**src/rtl/aes_package.sv**
```systemverilog
// aes_package: shared constants and FSM state type for the AES block gatherer.
package aes_package;
  localparam int BEATS = 4;
  localparam int BLK_W = 128;
  localparam int WORD_W = 32;
  typedef enum logic [1:0] {IDLE, FILL, HOLD} state_e;
endpackage

```
**src/rtl/aes_block_gather_buf.sv**
```systemverilog
// aes_gather_buf: 128-bit word-indexed load register; valid rises when the last beat lands.
module aes_gather_buf
  import aes_package::*;
(
  input  logic              clk_i,
  input  logic              rst_i,
  input  logic              clr_i,
  input  logic              load_i,
  input  logic [1:0]        idx_i,
  input  logic [WORD_W-1:0] word_i,
  input  logic              take_i,
  output logic [BLK_W-1:0]  data_o,
  output logic              vld_o
);
  logic [BLK_W-1:0] data_q, data_d;
  logic             vld_q, vld_d;
  always_comb begin
    data_d = data_q;
    for (int k = 0; k < BEATS; k++)
      if (load_i && idx_i == 2'(k)) data_d[BLK_W-1-WORD_W*k -: WORD_W] = word_i;
    vld_d = !clr_i && !take_i && (vld_q || (load_i && idx_i == 2'(BEATS-1)));
  end
  always_ff @(posedge clk_i or posedge rst_i)
    if (rst_i) begin
      data_q <= '0;
      vld_q  <= 1'b0;
    end else begin
      data_q <= data_d;
      vld_q  <= vld_d;
    end
  assign data_o = data_q;
  assign vld_o  = vld_q;
endmodule

```
**src/rtl/aes_block_gather.sv**
```systemverilog
// aes_block_gather: packs 32-bit beats into 128-bit blocks for the cipher core.
// Define AES_GATHER_SKID_EN for a second buffer so filling overlaps a held block.
module aes_block_gather
  import aes_package::*;
#(
  parameter int CNT_W = 16
) (
  input  logic              clk_i,
  input  logic              rst_i,
  input  logic              clear_i,
  input  logic              start_i,
  input  logic [CNT_W-1:0]  len_i,
  input  logic [WORD_W-1:0] in_data_i,
  input  logic              in_valid_i,
  output logic              in_ready_o,
  output logic [BLK_W-1:0]  blk_data_o,
  output logic              blk_valid_o,
  input  logic              blk_ready_i,
  output logic              blk_last_o,
  output logic              busy_o,
  output logic              done_o,
  output logic [CNT_W-1:0]  blk_cnt_o
);
`ifdef AES_GATHER_SKID_EN
  localparam int NB = 2;
`else
  localparam int NB = 1;
`endif
  state_e           state_q, state_d;
  logic [CNT_W-1:0] len_q, len_d, cnt_q, cnt_d, gath_q, gath_d;
  logic [1:0]       beat_q, beat_d, held_n;
  logic             done_q, done_d;
  logic             wr, rd, acc, fin, hs;
  logic [BLK_W-1:0] buf_data [2];
  logic             buf_vld [2];
`ifdef AES_GATHER_SKID_EN
  logic wr_q, wr_d, rd_q, rd_d;
  always_comb begin
    wr_d = clear_i ? 1'b0 : wr_q ^ fin;
    rd_d = clear_i ? 1'b0 : rd_q ^ hs;
  end
  always_ff @(posedge clk_i or posedge rst_i)
    if (rst_i) begin
      wr_q <= 1'b0;
      rd_q <= 1'b0;
    end else begin
      wr_q <= wr_d;
      rd_q <= rd_d;
    end
  assign wr = wr_q;
  assign rd = rd_q;
`else
  assign wr = 1'b0;
  assign rd = 1'b0;
`endif
  for (genvar g = 0; g < 2; g++) begin : g_buf
    if (g < NB) begin : g_inst
      aes_gather_buf u_buf (
        .clk_i,
        .rst_i,
        .clr_i  (clear_i),
        .load_i (acc && wr == 1'(g)),
        .idx_i  (beat_q),
        .word_i (in_data_i),
        .take_i (hs && rd == 1'(g)),
        .data_o (buf_data[g]),
        .vld_o  (buf_vld[g])
      );
    end else begin : g_none
      assign buf_data[g] = '0;
      assign buf_vld[g]  = 1'b0;
    end
  end
  assign busy_o      = state_q != IDLE;
  // gath_q stops intake once every block of the job has been gathered
  assign in_ready_o  = busy_o && gath_q != len_q && !buf_vld[wr];
  assign blk_valid_o = buf_vld[rd];
  assign blk_data_o  = buf_data[rd];
  assign blk_last_o  = blk_valid_o && (cnt_q + CNT_W'(1) == len_q);
  assign done_o      = done_q;
  assign blk_cnt_o   = cnt_q;
  assign acc         = in_valid_i && in_ready_o;
  assign fin         = acc && beat_q == 2'(BEATS-1);
  assign hs          = blk_valid_o && blk_ready_i;
  assign held_n      = 2'(buf_vld[0]) + 2'(buf_vld[1]) + 2'(fin) - 2'(hs);
  always_comb begin
    state_d = state_q;
    len_d   = len_q;
    cnt_d   = cnt_q;
    gath_d  = gath_q;
    beat_d  = beat_q;
    done_d  = 1'b0;
    if (clear_i) begin
      state_d = IDLE;
      cnt_d   = '0;
      gath_d  = '0;
      beat_d  = '0;
    end else if (state_q == IDLE) begin
      if (start_i) begin
        state_d = len_i == '0 ? IDLE : FILL;
        done_d  = len_i == '0;
        len_d   = len_i;
        cnt_d   = '0;
        gath_d  = '0;
        beat_d  = '0;
      end
    end else begin
      beat_d  = beat_q + 2'(acc);
      gath_d  = gath_q + CNT_W'(fin);
      cnt_d   = cnt_q + CNT_W'(hs);
      done_d  = hs && blk_last_o;
      state_d = done_d ? IDLE : held_n != 2'd0 ? HOLD : FILL;
    end
  end
  always_ff @(posedge clk_i or posedge rst_i)
    if (rst_i) begin
      state_q <= IDLE;
      len_q   <= '0;
      cnt_q   <= '0;
      gath_q  <= '0;
      beat_q  <= '0;
      done_q  <= 1'b0;
    end else begin
      state_q <= state_d;
      len_q   <= len_d;
      cnt_q   <= cnt_d;
      gath_q  <= gath_d;
      beat_q  <= beat_d;
      done_q  <= done_d;
    end
endmodule

```
**config.mk**
```make
export PLATFORM = sky130hd
export DESIGN_NAME = aes_block_gather
export DESIGN_NICKNAME = d
export VERILOG_FILES = /design/src/rtl/aes_package.sv /design/src/rtl/aes_block_gather_buf.sv /design/src/rtl/aes_block_gather.sv
export SDC_FILE = /design/constraint.sdc
export NUM_CORES = 1
export LEC_CHECK = 0
export CORE_ASPECT_RATIO = 0.75
export CORE_MARGIN = 3
export CORE_UTILIZATION = 53
export DETAILED_ROUTE_END_ITERATION = 10
export PLACE_DENSITY = 0.85
export SLEW_MARGIN = 15
export SYNTH_ARGS = -nofsm -noshare
export SYNTH_HDL_FRONTEND = slang
export SYNTH_SLANG_ARGS = --single-unit
```
**constraint.sdc**
```tcl
create_clock -name clk_i -period 17 [get_ports clk_i]
set_input_delay 3.4 -clock clk_i [delete_from_list [all_inputs] [get_ports clk_i]]
set_output_delay 3.4 -clock clk_i [all_outputs]
set_load 0.01 [all_outputs]
```
==> key figures <==
Outcome
  • Status: finished clean

Worst setup path
  • CP top delay family: simple AND/OR/NAND/NOR gates
  • Reg2Reg Depth: 13
  • R2r setup slk: 12870 ps
  • Worst setup endpoint: blk_last_o
  • Max incr delay on CP: 620 ps
  • Crit path DAT: 3270 ps
  • Critical path class: reg2out
  • Startpoint types: register
  • Crit-path slowest cell: clkdlybuf4s50_1
  • Worst-path cell chain: ha_1 -> inv_1 -> or4_4 -> mux2i_1 -> mux2i_1 -> nor4_4 -> clkdlybuf4s50_1
  • Crit Path Max Fanout: 8
  • WP buf/inv: 2
  • Crit path depth: 7
  • Critical R2R Launch: len_q[8]
  • CP endpoint kind: output pin
  • RR Endpoint: gath_q[14]
  • Critical path launch point: blk_cnt_o[0]
  • Worst path required time: 13600 ps
  • Crit-path most repeated cell: mux2i_1

Drt
  • Via Count: 5849
  • DRC violations left: 0
  • First-iteration detailed-routing DRC count: 528
  • DR vias/cell: 5.68
  • DR WL/cell: 20.6 um
  • Final ANT Viol Nets: 0
  • Detailed-route wire length: 21200 um
  • Pre-Repair DR Iteration Count: 5

Finish
  • Filler cells: 930
  • Nets: 879
  • Share of cells above drive strength 1: 0.230
  • Most frequent cells in the layout: clkdlybuf4s50_1, dfrtp_1, mux2_2
  • Ant diodes: 0
  • Core Util, Final: 0.734
  • Multi-input logic area: 3330 um2
  • Most common cell after layout, fill and taps aside: clkdlybuf4s50_1
  • Syn-to-layout area delta: 32.8%
  • Register area: 4550 um2

Floorplan
  • Initial cell density of the core: 0.553
  • Site Rows: 38
  • Die W: 149 um
  • Die Ht: 113 um
  • Core area: 14700 um2
  • Number of I/O pins: 203
  • DIE AREA: 16900 um2

Pwr
  • Max rail drop VDD: 77.1 uV
  • Leak: 4.75 nW
  • Power Total: 1.12 mW
  • Pwr dens: 104 nW/um2

Synthesis
  • Top post-synthesis cells by area: dfrtp_1, mux2_2, xnor2_1
  • Synth top area share: 0.559
  • Yosys warns: 0
  • Mapped cell area: 8150 um2
  • EDFF count, synth: 0
  • Seq/Total Area, Yosys: 0.559
  • Mapped Avg Cell Area: 13.0 um2
  • FFs w/ async S/R, synth: 1.00
  • Synth Flop Type: dfrtp_1
  • Yosys cell types: 59
  • Synth area leader: dfrtp_1
  • Net Count, Synth: 686
  • Post-synthesis cell count: 625
  • Yosys reg bits: 182

GRT
  • Gr usage total: 0.252
  • Largest net degree at the start of global routing: 72
  • First-pass GRT wire length: 33100 um
  • Grt ovf: 0
  • Initial antenna violation count: 0
  • Vias in the first global route: 5878

Clock tree
  • Hold buffers post-CTS: 0
  • CTS tree: built
  • Root Driver: clkbuf_16
  • Reg clk slew, reported paths: 70 ps
  • Postcts setup bufs: 0
  • Clk_lat worst skew: 420 ps
  • Post-CTS sizing: 0
  • Inserted Clock Buffers: 17
  • Clock Sinks: 182
  • H-tree Lvls: 4
  • Max Buffers Root-to-Sink: 2

Timing
  • Hold WS: 487 ps
  • Setup violators final: 0
  • Unrepaired setup endpoints after global routing: no
  • Final Cycle Share: 0.392
  • Min cycle time layout: 6670 ps
  • FMAX: 0.150 GHz
  • Setup TNS: 0 ps
  • Max-slew violation count: 0
  • Slew HR: 0.389
  • Clock Skews: 9.85 ps
  • Worst Max-Slew Pin Slew: 916 ps
  • Final Hold Violating Endpoints: 0

Min path
  • HP Class: reg2reg

Place
  • Final GP Congestion: 0.981
  • IO buf count: 202
  • DP HPWL: 15200 um

Flow run
  • MaxCap Viol Count: 0
-- state kept, by name, indices dropped and copies added, names as in the netlist --
name	cells
gath_q	16
g_buf.g_inst.u_buf.vld_o	1
blk_cnt_o	16
len_q	16
done_o	1
g_buf.g_inst.u_buf.data_o	128
beat_q	2
state_q	2
-- synthesized netlist by cell type, drive strengths merged, types with 6 or more instances --
library cell	number
nor4	11
and3	6
nand2	28
nor3	11
a21oi	10
xor2	13
xnor2	34
nor2	20
inv	6
dfrtp	182
ha	7
nand4	17
o21ai	34
mux2	144
clkbuf	15
buf	20
nand3	17
-- routing by layer --
| layer | wire length [um] | vias to the layer above | GRT usage |
|---|---|---|---|
| li1 | - | 2642 | - |
| met1 | 9140 | 2963 | 0.344 |
| met2 | 10400 | 221 | 0.408 |
| met4 | 352 | 0 | 0.0848 |
| met3 | 1320 | 23 | 0.0540 |
| met5 | 0 | - | 0 |
-- worst min-delay path by stage --
| stage | from | endpoint | depth (start not counted) |
|---|---|---|---|
| after global routing | g_buf[0].g_inst.u_buf.data_o[127] | g_buf[0].g_inst.u_buf.data_o[127] | 1 |
| after global placement | g_buf[0].g_inst.u_buf.data_o[56] | g_buf[0].g_inst.u_buf.data_o[56] | 1 |
| after floorplan | gath_q[15] | gath_q[15] | 1 |
| final | g_buf[0].g_inst.u_buf.data_o[127] | g_buf[0].g_inst.u_buf.data_o[127] | 1 |
| after CTS | g_buf[0].g_inst.u_buf.data_o[127] | g_buf[0].g_inst.u_buf.data_o[127] | 1 |
| after detailed placement | g_buf[0].g_inst.u_buf.data_o[127] | g_buf[0].g_inst.u_buf.data_o[127] | 1 |
-- stage by stage --
stage | setup slack [ps] | instance area [um2] | cells
final | 10330 | 10800 | 1029
after global routing | 10040 | 10800 | 1029
after CTS | 10330 | 10800 | 1029
after detailed placement | 9940 | 10200 | 999
after global placement | 10140 | 10200 | 999
after floorplan | 8660 | 8150 | 625
-- layout make-up --
class	instances	share of cell area
timing repair buffer	209	0.192
clock buffer	18	0.0406
tap	200	0.0231
clock inverter	12	0.0134
multi-input combinational	401	0.307
inverter	7	0.00289
sequential	182	0.421
-- power breakdown --
part / switching [mW] / total, mW / leakage, nW / internal (mW)
registers: 0.0372 / 0.517 / 2.42 / 0.479
clock network: 0.171 / 0.393 / 0.285 / 0.222
logic: 0.0874 / 0.214 / 2.04 / 0.127
-- cell families (layout without fill, tap and decap cells) --
kind of cell             Yosys count  after routing  synth area share
flip-flops                       182            182             0.559
multiplexers                     147            147             0.203
AND/OR/NAND/NOR                  136            136            0.0977
AO/OA/AOI/OAI                     64             64            0.0465
XOR/XNOR                          47             47            0.0505
buffers and inverters             42            246            0.0329
adder cells (fa/ha/maj)            7              7            0.0107
No activity file was read; power rests on OpenSTA's default activity.
